## src/rtl/tdc_multi_if.sv

```systemverilog
`default_nettype none
// ============================================================================
// Module   : tdc_multi_if
// Brief    : Record stream (valid/ready) from the TDC FIFO head to its consumer.
// Revision : 1.0
// ============================================================================
interface tdc_multi_if #(
  parameter int N_CH  = 2,
  parameter int CNT_W = 7
);
  logic             out_valid;
  logic             out_ready;
  logic [N_CH-1:0]  out_start_mask;
  logic [N_CH-1:0]  out_end_mask;
  logic [CNT_W-1:0] out_interval;
  logic             out_coinc;

  modport master (
    output out_valid, out_start_mask, out_end_mask, out_interval, out_coinc,
    input  out_ready
  );

  modport slave (
    input  out_valid, out_start_mask, out_end_mask, out_interval, out_coinc,
    output out_ready
  );
endinterface
`default_nettype wire

```

## src/rtl/tdc_multi.sv

```systemverilog
`default_nettype none
// ============================================================================
// Module   : tdc_multi
// Brief    : Multi-channel TDC: synchronised hit detection, interval/coincidence
//            measurement and a record FIFO with valid/ready output.
// Revision : 1.0
// ============================================================================
module tdc_multi #(
  parameter int N_CH         = 2,
  parameter int CNT_W        = 7,
  parameter int MAX_INTERVAL = 127,
  parameter int SYNC_STAGES  = 2,
  parameter int FIFO_DEPTH   = 4,
  parameter int DROP_W       = 16
) (
  input  wire logic                          clk,
  input  wire logic                          rst_n,
  input  wire logic                          enable,
  input  wire logic [N_CH-1:0]               pulse_in,
  tdc_multi_if.master                        rec,
  output logic      [$clog2(FIFO_DEPTH):0]   fifo_level,
  output logic      [DROP_W-1:0]             drop_count
);

  localparam int AW = $clog2(FIFO_DEPTH);
  localparam logic [CNT_W-1:0] c_max   = CNT_W'(MAX_INTERVAL);
  localparam logic [AW:0]      c_depth = (AW+1)'(FIFO_DEPTH);

  typedef struct packed {
    logic [N_CH-1:0]  start_mask;
    logic [N_CH-1:0]  end_mask;
    logic [CNT_W-1:0] interval;
    logic             coinc;
  } rec_t;

  typedef enum logic [0:0] {
    S_IDLE  = 1'b0,
    S_ARMED = 1'b1
  } state_t;

  // ---------------------------------------------------------------- front end
  logic [SYNC_STAGES-1:0][N_CH-1:0] r_sync;
  logic [N_CH-1:0]                  r_dly;
  logic [N_CH-1:0]                  r_hit;
  logic [N_CH-1:0]                  w_sync;
  logic [N_CH-1:0]                  w_edge;

  assign w_sync = r_sync[SYNC_STAGES-1];
  assign w_edge = w_sync & ~r_dly;

  // Hit vector is registered so the popcount/FSM path starts from a flop.
  always_ff @(posedge clk or negedge rst_n) begin
    if (!rst_n) begin
      r_sync <= '0;
      r_dly  <= '0;
      r_hit  <= '0;
    end else begin
      r_sync <= {r_sync[SYNC_STAGES-2:0], pulse_in};
      r_dly  <= w_sync;
      r_hit  <= w_edge;
    end
  end

  // ---------------------------------------------------------------- measurement
  state_t           r_state;
  logic [N_CH-1:0]  r_ref;
  logic [CNT_W-1:0] r_dist;
  logic             r_push;
  rec_t             r_rec;
  logic             w_event;
  logic             w_multi;

  assign w_event = |r_hit;
  // Two or more bits set iff clearing the lowest set bit leaves something.
  assign w_multi = |(r_hit & (r_hit - 1'b1));

  always_ff @(posedge clk or negedge rst_n) begin
    if (!rst_n) begin
      r_state <= S_IDLE;
      r_ref   <= '0;
      r_dist  <= '0;
      r_push  <= 1'b0;
      r_rec   <= '0;
    end else begin
      r_push <= 1'b0;
      if (!enable) begin
        r_state <= S_IDLE;
      end else if (w_event) begin
        r_ref   <= r_hit;
        r_dist  <= CNT_W'(1);
        r_state <= S_ARMED;
        if (w_multi) begin
          r_push <= 1'b1;
          r_rec  <= '{start_mask: r_hit, end_mask: r_hit, interval: '0, coinc: 1'b1};
        end else if (r_state == S_ARMED) begin
          r_push <= 1'b1;
          r_rec  <= '{start_mask: r_ref, end_mask: r_hit, interval: r_dist, coinc: 1'b0};
        end
      end else if (r_state == S_ARMED) begin
        // A counter at the limit with no event means the next edge would be out of range.
        if (r_dist == c_max) begin
          r_state <= S_IDLE;
        end else begin
          r_dist <= r_dist + 1'b1;
        end
      end
    end
  end

  // ---------------------------------------------------------------- record FIFO
  rec_t          r_mem [FIFO_DEPTH];
  logic [AW-1:0] r_wr;
  logic [AW-1:0] r_rd;
  logic [AW:0]   r_level;
  logic [DROP_W-1:0] r_drop;
  logic          w_nonempty;
  logic          w_full;
  logic          w_pop;
  logic          w_wr;
  rec_t          w_head;

  assign w_nonempty = (r_level != '0);
  assign w_full     = (r_level == c_depth);
  assign w_pop      = w_nonempty && rec.out_ready;
  assign w_wr       = r_push && (!w_full || w_pop);

  always_ff @(posedge clk or negedge rst_n) begin
    if (!rst_n) begin
      r_wr    <= '0;
      r_rd    <= '0;
      r_level <= '0;
      r_drop  <= '0;
    end else begin
      if (w_wr) begin
        r_wr <= r_wr + 1'b1;
      end
      if (w_pop) begin
        r_rd <= r_rd + 1'b1;
      end
      case ({w_wr, w_pop})
        2'b10:   r_level <= r_level + 1'b1;
        2'b01:   r_level <= r_level - 1'b1;
        default: r_level <= r_level;
      endcase
      if (r_push && !w_wr && (r_drop != '1)) begin
        r_drop <= r_drop + 1'b1;
      end
    end
  end

  // Storage needs no reset: occupancy alone decides what is visible.
  always_ff @(posedge clk) begin
    if (w_wr) begin
      r_mem[r_wr] <= r_rec;
    end
  end

  always_comb begin
    w_head = '0;
    if (w_nonempty) begin
      w_head = r_mem[r_rd];
    end
  end

  assign rec.out_valid      = w_nonempty;
  assign rec.out_start_mask = w_head.start_mask;
  assign rec.out_end_mask   = w_head.end_mask;
  assign rec.out_interval   = w_head.interval;
  assign rec.out_coinc      = w_head.coinc;
  assign fifo_level         = r_level;
  assign drop_count         = r_drop;

endmodule
`default_nettype wire

```

## src/flat_wrapper.sv

```systemverilog
// flat-port wrapper written by rule: the top's interface ports become plain ports
module tdc_multi_flat 
#(
  parameter int N_CH         = 2,
  parameter int CNT_W        = 7,
  parameter int MAX_INTERVAL = 127,
  parameter int SYNC_STAGES  = 2,
  parameter int FIFO_DEPTH   = 4,
  parameter int DROP_W       = 16
)
  (clk, rst_n, enable, pulse_in, fifo_level, drop_count, rec_out_valid, rec_out_start_mask, rec_out_end_mask, rec_out_interval, rec_out_coinc, rec_out_ready);
  tdc_multi_if #(.N_CH(N_CH), .CNT_W(CNT_W)) rec_i ();
  input  wire logic clk;
  input  wire logic rst_n;
  input  wire logic enable;
  input  wire logic [N_CH-1:0] pulse_in;
  output logic      [$clog2(FIFO_DEPTH):0] fifo_level;
  output logic      [DROP_W-1:0] drop_count;
  output wire logic [$bits(rec_i.out_valid)-1:0] rec_out_valid;
  output wire logic [$bits(rec_i.out_start_mask)-1:0] rec_out_start_mask;
  output wire logic [$bits(rec_i.out_end_mask)-1:0] rec_out_end_mask;
  output wire logic [$bits(rec_i.out_interval)-1:0] rec_out_interval;
  output wire logic [$bits(rec_i.out_coinc)-1:0] rec_out_coinc;
  input wire logic [$bits(rec_i.out_ready)-1:0] rec_out_ready;
  assign rec_out_valid = rec_i.out_valid;
  assign rec_out_start_mask = rec_i.out_start_mask;
  assign rec_out_end_mask = rec_i.out_end_mask;
  assign rec_out_interval = rec_i.out_interval;
  assign rec_out_coinc = rec_i.out_coinc;
  assign rec_i.out_ready = rec_out_ready;
  tdc_multi #(.N_CH(N_CH), .CNT_W(CNT_W), .MAX_INTERVAL(MAX_INTERVAL), .SYNC_STAGES(SYNC_STAGES), .FIFO_DEPTH(FIFO_DEPTH), .DROP_W(DROP_W)) u_core (.clk(clk), .rst_n(rst_n), .enable(enable), .pulse_in(pulse_in), .rec(rec_i), .fifo_level(fifo_level), .drop_count(drop_count));
endmodule
```

## config.mk

```make
export PLATFORM = sky130hd
export DESIGN_NAME = tdc_multi_flat
export DESIGN_NICKNAME = d
export VERILOG_FILES = /design/src/rtl/tdc_multi_if.sv /design/src/rtl/tdc_multi.sv /design/src/flat_wrapper.sv
export SDC_FILE = /design/constraint.sdc
export NUM_CORES = 1
export LEC_CHECK = 0
export ABC_AREA = 1
export CORE_MARGIN = 4
export CORE_UTILIZATION = 52
export DETAILED_ROUTE_END_ITERATION = 7
export PLACE_DENSITY = 0.73
export SYNTH_ARGS = -nofsm -noshare
export SYNTH_HDL_FRONTEND = slang
export SYNTH_SLANG_ARGS = --single-unit
```

## constraint.sdc

```tcl
create_clock -name clk -period 2.2 [get_ports clk]
set_input_delay 0.44 -clock clk [delete_from_list [all_inputs] [get_ports clk]]
set_output_delay 0.44 -clock clk [all_outputs]
set_load 0.01 [all_outputs]
```

After elaboration in Yosys (flattened, before gate mapping)
Memories as Yosys holds them, arrays and structs flattened.
Cells that the tools add are included.

word-level totals
  register bits after elaboration = 54
  latch bits = 0
  bits in writable memories = 48
  bits in read-only memories = 0
  bits of input ports = 6
  output and inout port bits = 32
  word-level logic and storage cells = 66
  memories = 1

memory list
  memory        depth  width  read ports  clocked after memory_dff  write ports  RTL line          RTL
  u_core.r_mem  4      12     1           0                         1            tdc_multi.sv:111  rec_t r_mem [FIFO_DEPTH];

operators by class
  $add $sub $neg = 7
  $mul = 0
  divide/modulo/power cells = 0
  magnitude comparators = 0
  equal/unequal tests = 6
  shift operators = 0
  multiplexer cells = 17
  bitwise operators = 3
  reductions and logical operators = 16

operator list
  operator                                                                  count
  12-bit 2-to-1 mux                                                         3
  7-bit 2-to-1 mux                                                          3
  16-bit by 1-bit adder with 16-bit output (second input constant)          1
  16-bit inequality test (second input constant)                            1
  1-bit 2-to-1 mux                                                          10
  7-bit by 1-bit adder with 7-bit output (second input constant)            1
  7-bit == test (second input constant)                                     1
  3-bit case mux with 2 select lines                                        1
  3-bit AND reduction                                                       2
  2-bit nonzero test                                                        3
  2-bit by 1-bit adder with 2-bit output (second input constant)            2
  2-bit bitwise AND                                                         2
  1-bit logical AND                                                         4
  2-bit OR reduction                                                        2
  3-bit by 1-bit adder with 3-bit output (second input constant)            1
  3-bit == test (second input constant)                                     1
  3-bit nonzero test                                                        1
  3-bit by 1-bit subtractor with 3-bit output (second input constant)       1
  2-bit by 1-bit == test with 1-bit output (second input constant)          1
  2-bit == test (second input constant)                                     1
  1-bit zero test                                                           2
  2-bit by 1-bit inequality test with 1-bit output (second input constant)  1
  2-bit inverter                                                            1
  2-bit AND reduction                                                       1
  other kinds (2)                                                           2

Depth between registers and ports, before layout
Gate-level depths: netlist of the first run.

  word-level depth = 7
  depth in mapped cells = 9

Worst setup path after synthesis of the first run
No wires, ideal clock.

  path kind = flip-flop to flip-flop
  start = register u_core.r_level[0] (netlist: u_core.fifo_level[0])
  end = memory u_core.r_mem[0][0] (netlist bit), enable pin
  arrival time = 1.372 ns
  data required time = 1.820 ns
  setup slack = 0.448 ns
  stages on the path, launching flop included = 5
  path buffers = 0
  clock period less this slack = 1.752 ns
  cell sequence = dfrtp_1 nor2_1 nand3_1 nand2_1 nor2_1

on the way
  cells in the longest elaborated chain, start to end = 6

RTL lines
  element                                                      RTL line                            RTL
  start, declared                                              tdc_multi.sv:114                    logic [AW:0] r_level;
  start signal, assigned                                       tdc_multi.sv:141                    2'b10: r_level <= r_level + 1'b1;
  start signal, assigned                                       tdc_multi.sv:142                    2'b01: r_level <= r_level - 1'b1;
  start signal, assigned                                       tdc_multi.sv:143                    default: r_level <= r_level;
  3-bit == test / 3-bit nonzero test (equally long branches)   tdc_multi.sv:123, tdc_multi.sv:122
  1-bit zero test / 1-bit logical AND (equally long branches)  tdc_multi.sv:125, tdc_multi.sv:124
  1-bit logical OR *                                           tdc_multi.sv:125                    assign w_wr = r_push && (!w_full || w_pop);
  1-bit logical AND *                                          tdc_multi.sv:125
  1-bit 2-to-1 mux *                                           tdc_multi.sv:153                    if (w_wr) begin
  1-bit 2-to-1 mux (implied by the code) *                     tdc_multi.sv:154                    r_mem[r_wr] <= r_rec;
  end, declared                                                tdc_multi.sv:111

Mark *: on every way between the ends. The rest lies on a longest branch, timed or not.

Worst setup path in the final report of the first run
  start = register u_core.r_level[0] (netlist: u_core.fifo_level[0])
  end = output port rec_out_valid

on the way
  cells in the longest elaborated chain, start to end = 1

RTL lines
  element             RTL line            RTL
  3-bit nonzero test  tdc_multi.sv:122    assign w_nonempty = (r_level != '0);
  end, declared       flat_wrapper.sv:19  output wire logic [$bits(rec_i.out_valid)-1:0] rec_out_valid;

Every way passes these cells.

==> flow_metrics.py, run 1 <==
metrics = {
    "outcome": {
        "status": "finished, final reports clean",
    },
    "layout": {
        "drive_above_1_share_pct": 10.5,
        "final_util_pct": 64.2,
        "finalNetCount": 534,
        "nFillCells": 652,
        "final_cell_area_um2": 5330,
        "diodes": 0,
        "synthToLayoutAreaGrowth_pct": 19.2,
    },
    "placement": {
        "io_buffers": 37,
        "dp_hpwl_mm": 5.90,
        "gp_congestion": 0.843,
        "postPlaceCellArea_um2": 5000,
    },
    "power": {
        "leakage_nw": 2.36,
        "peakVddDrop_v": 0.000414,
        "p_per_area_nw_per_um2": 1030,
    },
    "sta": {
        "maxSlewViolCount": 0,
        "period_share_pct": 95.3,
        "max_freq_ghz": 0.477,
        "clock_skew_ns": 0.0186,
        "hold_viol": 0,
        "period_minus_slack_ns": 2.10,
        "max_slew_margin_pct": 54.3,
        "setup_viol": 0,
        "tightest_slew_ns": 0.685,
    },
    "flow_run": {
        "timing.max_cap.violations": 0,
    },
    "cts": {
        "cts_buffer_depth": 2,
        "clk_pin_slew_worst_paths_ns": 0.12,
        "cts_buffers": 9,
        "cts-root-buf": "clkbuf_8",
        "cts_sinks": 102,
        "cts_tree": "yes",
        "cts-htree-levels": 3,
        "clk_latency_ns": 0.38,
    },
    "die": {
        "core_um2": 8300,
        "num_rows": 33,
        "die_height_um": 101,
        "die_area_um2": 10100,
        "die_w_um": 101,
        "pin_count": 38,
        "initial_core_util_pct": 53.9,
    },
    "setup_path": {
        "start_kind": "flop",
        "reg2reg_depth": 6,
        "crit_type": "reg -> out",
        "r2r-end": "u_core.drop_count[6]",
        "r2r-start": "u_core.drop_count[0]",
        "critPathCaptureType": "output pin",
        "crit_required_ns": 1.76,
        "cp_max_fo": 4,
        "r2r_slack_ns": 0.47,
        "cp.arrival_ns": 1.66,
    },
    "drt": {
        "drc_errors": 0,
        "drtIter0Drc": 180,
        "finalWirelength_mm": 8.69,
        "vias": 3201,
        "first_pass_iters": 4,
        "drtAntennaViolNets": 0,
        "viasPerCell": 5.07,
        "wl_per_cell_um": 13.8,
    },
    "yosys": {
        "synth.avg_cell_area_um2": 9.63,
        "synth_area_um2": 4470,
        "synth_fp_nets": 477,
        "ys_seq_area_share_pct": 62.5,
        "yosys_warnings": 0,
        "synth_cell_types": 29,
        "netlist_instances": 464,
        "ys_ff_latch": 102,
    },
    "hold_path": {
        "min_path_type": "in -> async",
    },
    "grt": {
        "grt-ovfl-total": 0,
        "grt_pass1_wl_mm": 14.4,
        "grtUsageTotal_pct": 18.1,
        "grt_max_degree": 55,
        "grt_pass1_vias": 3075,
        "antenna_found_initial": 0,
    },
}
==> metal layers <==
metal	track usage [%]	share of wire, %	vias up	routed length (um)
met3	4.36	3.8	5	331
li1	-	-	1628	-
met1	24.8	46	1505	3980
met5	0	0	-	0
met2	28.9	50	63	4320
met4	5.49	0.72	0	63
==> critical path, stage by stage (launching register included) <==
cell and delay, ns:
dfrtp_1 0.41, nor2_2 0.13, nand2_1 0.11, buf_4 0.16
clkdlybuf4s50_1 0.48
==> registers in the layout, summed over array words and instances, names as in the netlist, 2 cells and up <==
| register | count |
|---|---|
| u_core.drop_count | 16 |
| u_core.r_dly | 2 |
| u_core.w_sync | 2 |
| u_core.r_wr | 2 |
| u_core.fifo_level | 3 |
| u_core.r_hit | 2 |
| u_core.r_sync | 2 |
| u_core.r_dist | 7 |
| u_core.r_mem | 48 |
| u_core.r_rec | 12 |
| u_core.r_ref | 2 |
| u_core.r_rd | 2 |
==> worst max path at each step <==
stage | startpoint | endpoint | slack [ns] | depth (start not counted)
after floorplan | u_core.fifo_level[0] | u_core.r_mem[0][0] | 0.45 | 4
after global placement | rec_out_ready | u_core.r_mem[3][4] | 0.17 | 6
after detailed placement | u_core.fifo_level[0] | rec_out_interval[0] | 0.13 | 5
after CTS | u_core.r_rd[1] | rec_out_interval[6] | -0.22 | 5
after global routing | u_core.r_rd[1] | rec_out_interval[2] | -0.003 | 7
final | u_core.fifo_level[0] | rec_out_valid | 0.10 | 4
==> cell usage in the layout (no fill, tap or decap), types with 2 or more instances in the layout <==
cell type          n
nand4_1            8
buf_4             16
clkdlybuf4s50_1   24
xor2_1             4
nor2_2             2
clkinv_8           3
dlymetal6s2s_1    10
nand2_2            2
clkbuf_8           9
o21ai_0           39
buf_2              2
nand3_1           26
nor2_4             2
o21ai_1            2
nor2_1            76
dfrtp_2            2
nor3b_1            2
buf_6              3
xnor2_1            6
clkinvlp_4         3
edfxtp_1          48
ha_1               6
a21oi_1           14
dfrtp_1           52
inv_6              3
inv_1             38
nand2_1          113
==> cells in the mapped netlist <==
library cell	number	area share (%)
a21oi_1	14	1.6
buf_1	1	0.084
buf_2	4	0.45
buf_4	1	0.17
buf_6	1	0.25
clkbuf_1	5	0.42
dfrtp_1	54	30
edfxtp_1	48	32
fa_1	1	0.45
ha_1	6	1.7
inv_1	40	3.4
inv_2	1	0.084
nand2_1	113	9.5
nand2_2	2	0.28
nand2_4	1	0.25
nand3_1	26	2.9
nand3_2	1	0.22
nand4_1	8	1.1
nor2_1	78	6.5
nor2_4	2	0.50
nor3b_1	2	0.34
nor4_1	1	0.14
o21a_1	1	0.17
o21ai_0	40	4.5
o21ai_1	1	0.11
o21ai_4	1	0.36
or2_2	1	0.14
xnor2_1	6	1.2
xor2_1	4	0.78
==> power by group <==
part | switching (mW) | internal, mW
clock network | 0.727 | 0.460
registers | 0.203 | 2.25
logic | 0.970 | 0.867
==> area by class of cell <==
class | instances | area [um2] | area share [%]
well taps | 105 | 131 | 2.46
clock inverters | 7 | 86.3 | 1.62
repair inverters | 1 | 7.51 | 0.141
clock buffers | 9 | 124 | 2.32
repair buffers | 57 | 554 | 10.4
flip-flops and latches | 102 | 2800 | 52.4
multi-input cells | 309 | 1470 | 27.5
inverters | 41 | 164 | 3.08
==> repair_timing <==
item / CTS / global route
setup buffers: 4 / 4
endpoints found under the setup margin: 12 / 13
hold buffers: 0 / 0
resized for setup: 4 / 23
cloned: 0 / 1
==> logic make-up after synthesis <==
logic type / synth area share [%]
flip-flops: 62.5
AO/OA/AOI/OAI: 6.69
AND/OR/NAND/NOR: 21.9
adder cells (fa/ha/maj): 2.13
buffers and inverters: 4.81
XOR/XNOR: 1.96
==> stage by stage <==
step                hold slack (ns)  total power [mW]   TNS, ns  worst slack [ns]  std cells
floorplan                     0.144              3.40         0             0.448        464
CTS                           0.192              5.45     -2.23            -0.219        626
detailed placement            0.336              4.20         0             0.128        606
global route                  0.211              5.85  -0.00323          -0.00323        631
global placement              0.333              4.11         0             0.172        606
finish                        0.166              5.47         0             0.103        631
No activity file was read; power rests on OpenSTA's default activity.
==> inputs of run 2 (changes only) <==
Settings changed: CORE_UTILIZATION 52 to 55, PLACE_DENSITY 0.73 to 0.76.
==> flow_metrics.py, run 2 (synthesis results as in run 1) <==
metrics = {
    "outcome": {
        "status": "finished, final reports clean",
    },
    "layout": {
        "drive_above_1_share_pct": 11.6,
        "finalNetCount": 534,
        "final_util_pct": 67.3,
        "nFillCells": 599,
        "diodes": 0,
        "stdcell_count": 628,
        "mostFrequentLayoutCells": "nand2_1, nor2_1, dfrtp_1",
        "final_common_cell": "nand2_1",
        "largest_reg_flops": 48,
        "synthToLayoutAreaGrowth_pct": 17.6,
        "regMostFlops": "u_core.r_mem",
    },
    "sta": {
        "clock_skew_ns": 0.0182,
        "period_share_pct": 96.4,
        "setup_tns_ns": 0,
        "max_freq_ghz": 0.471,
        "maxSlewViolCount": 0,
        "rsz0062_at_grt": "true",
        "max_slew_margin_pct": 54.5,
        "setup_viol": 0,
        "hold_viol": 0,
        "period_minus_slack_ns": 2.12,
        "tightest_slew_ns": 0.682,
    },
    "die": {
        "core_um2": 7810,
        "die_w_um": 98.2,
        "initial_core_util_pct": 57.3,
        "die_area_um2": 9630,
        "pin_count": 38,
        "die_height_um": 98.2,
        "num_rows": 32,
    },
    "drt": {
        "wl_met3_um": 440,
        "drtAntennaViolNets": 0,
        "drc_errors": 0,
        "first_pass_iters": 4,
        "vias": 3267,
        "drtIter0Drc": 177,
        "wl_per_cell_um": 14.4,
        "drt-met1-wl_mm": 3.96,
        "wl_met2_mm": 4.56,
        "top_layer": "met4",
        "viasPerCell": 5.20,
        "finalWirelength_mm": 9.07,
    },
    "grt": {
        "antenna_found_initial": 0,
        "grt-ovfl-total": 0,
        "grt_pass1_wl_mm": 15.4,
        "grtUsageTotal_pct": 19.8,
        "grt_pass1_vias": 3308,
        "grt_max_degree": 55,
    },
    "setup_path": {
        "worstPathCellList": "clkinvlp_4, buf_4, nor2_1, o21ai_0, a21oi_1, dlygate4sd2_1",
        "slowest_stage": "dfrtp_1",
        "crit_type": "reg -> out",
        "max_stage_delay_ns": 0.44,
        "critPathCaptureType": "output pin",
        "cp.buffers_inverters": 3,
        "crit_required_ns": 1.76,
        "start_kind": "flop",
        "cp_max_fo": 6,
        "cp.arrival_ns": 1.68,
        "cpLargestDelayFamily": "buffers and inverters",
    },
    "cts": {
        "cts_buffers": 9,
        "cts_sinks": 102,
        "cts_tree": "yes",
        "cts-root-buf": "clkbuf_8",
        "clk_pin_slew_worst_paths_ns": 0.10,
        "cts_buffer_depth": 2,
        "clk_latency_ns": 0.37,
        "cts-htree-levels": 3,
    },
    "power": {
        "internal-power_mw": 3.47,
        "p_per_area_nw_per_um2": 1020,
        "peakVddDrop_v": 0.000394,
        "swShare_pct": 35.5,
        "clkPwrFrac_pct": 21.6,
        "pwr-share-seq_pct": 45.7,
        "finalPower_mw": 5.38,
        "combPwrFrac_pct": 32.7,
        "power.switching_mw": 1.91,
        "leakage_nw": 2.26,
    },
    "placement": {
        "io_buffers": 37,
        "dp_hpwl_mm": 6.08,
        "placedCellCount": 604,
        "gp_congestion": 0.825,
    },
    "flow_run": {
        "timing.max_cap.violations": 0,
    },
    "hold_path": {
        "min_path_type": "in -> async",
    },
}
==> run 2: final timing paths <==
| kind | from | to | slack (ns) | cells after the start |
|---|---|---|---|---|
| setup / recovery | u_core.r_rd[1] | rec_out_interval[2] | 0.08 | 6 |
| hold / removal | rst_n | u_core.drop_count[3] | 0.18 | 2 |
| setup reg to reg | u_core.drop_count[0] | u_core.drop_count[2] | 0.42 | 6 |
| hold reg to reg | u_core.r_sync[1] | u_core.w_sync[1] | 0.36 | 0 |
| max in group asynchronous | rst_n | u_core.r_rd[0] | 1.52 | 2 |
| min in group clk | u_core.r_sync[1] | u_core.w_sync[1] | 0.36 | 0 |
==> run 2: worst reg2reg max path, delay by kind of cell (launching register included) <==
kind            cells  cell delay [ns]
fa+ha+maj           1             0.24
compound gates      2             0.52
simple gates        3             0.41
flops               1             0.47
==> run 2: cell type report <==
class                           count  area [um2]  area share [%]
Clock inverter                      7        81.3            1.55
Tap cell                          102         128            2.43
Clock buffer                        9         124            2.36
Sequential cell                   102        2790            53.1
Multi-Input combinational cell    309        1470            27.9
Inverter                           41         164            3.12
Timing Repair Buffer               58         499            9.50
==> run 2: metrics by stage <==
step           hold WS, ns  instance area (um2)  worst slack (ns)
3_3_place_gp         0.333                 5000             0.130
3_5_place_dp         0.336                 5000            0.0909
6_report             0.177                 5260            0.0782
2_1_floorplan        0.144                 4470             0.448
5_1_grt              0.238                 5260          -0.00855
4_1_cts              0.205                 5260           -0.0221
==> run 2: repair_timing <==
action                     CTS  global route
resized for setup           22            25
buffers inserted             6             1
hold buffers                 0             0
cloned                       0             1
pin swaps                    0             1
setup endpoints to repair   12            11
==> run 2: power groups by stage <==
stage               logic (mW)  registers, mW  clock network [mW]
floorplan                0.966           2.43                   0
CTS                       1.74           2.45                1.19
global route              1.97           2.50                1.27
detailed placement        1.73           2.48                   0
finish                    1.76           2.46                1.16
global placement          1.66           2.46                   0
==> run 2: metal layers <==
| metal | up-vias | track usage, % |
|---|---|---|
| li1 | 1631 | - |
| met1 | 1544 | 25.9 |
| met2 | 81 | 34.0 |
| met3 | 11 | 3.21 |
| met4 | 0 | 5.99 |
| met5 | - | 0 |
==> inputs of run 3 (changes only) <==
Settings changed: CTS_CLUSTER_SIZE set to 12.
==> results of run 3 <==
No change in the layout: final DEF, timing and power equal those of run 2.
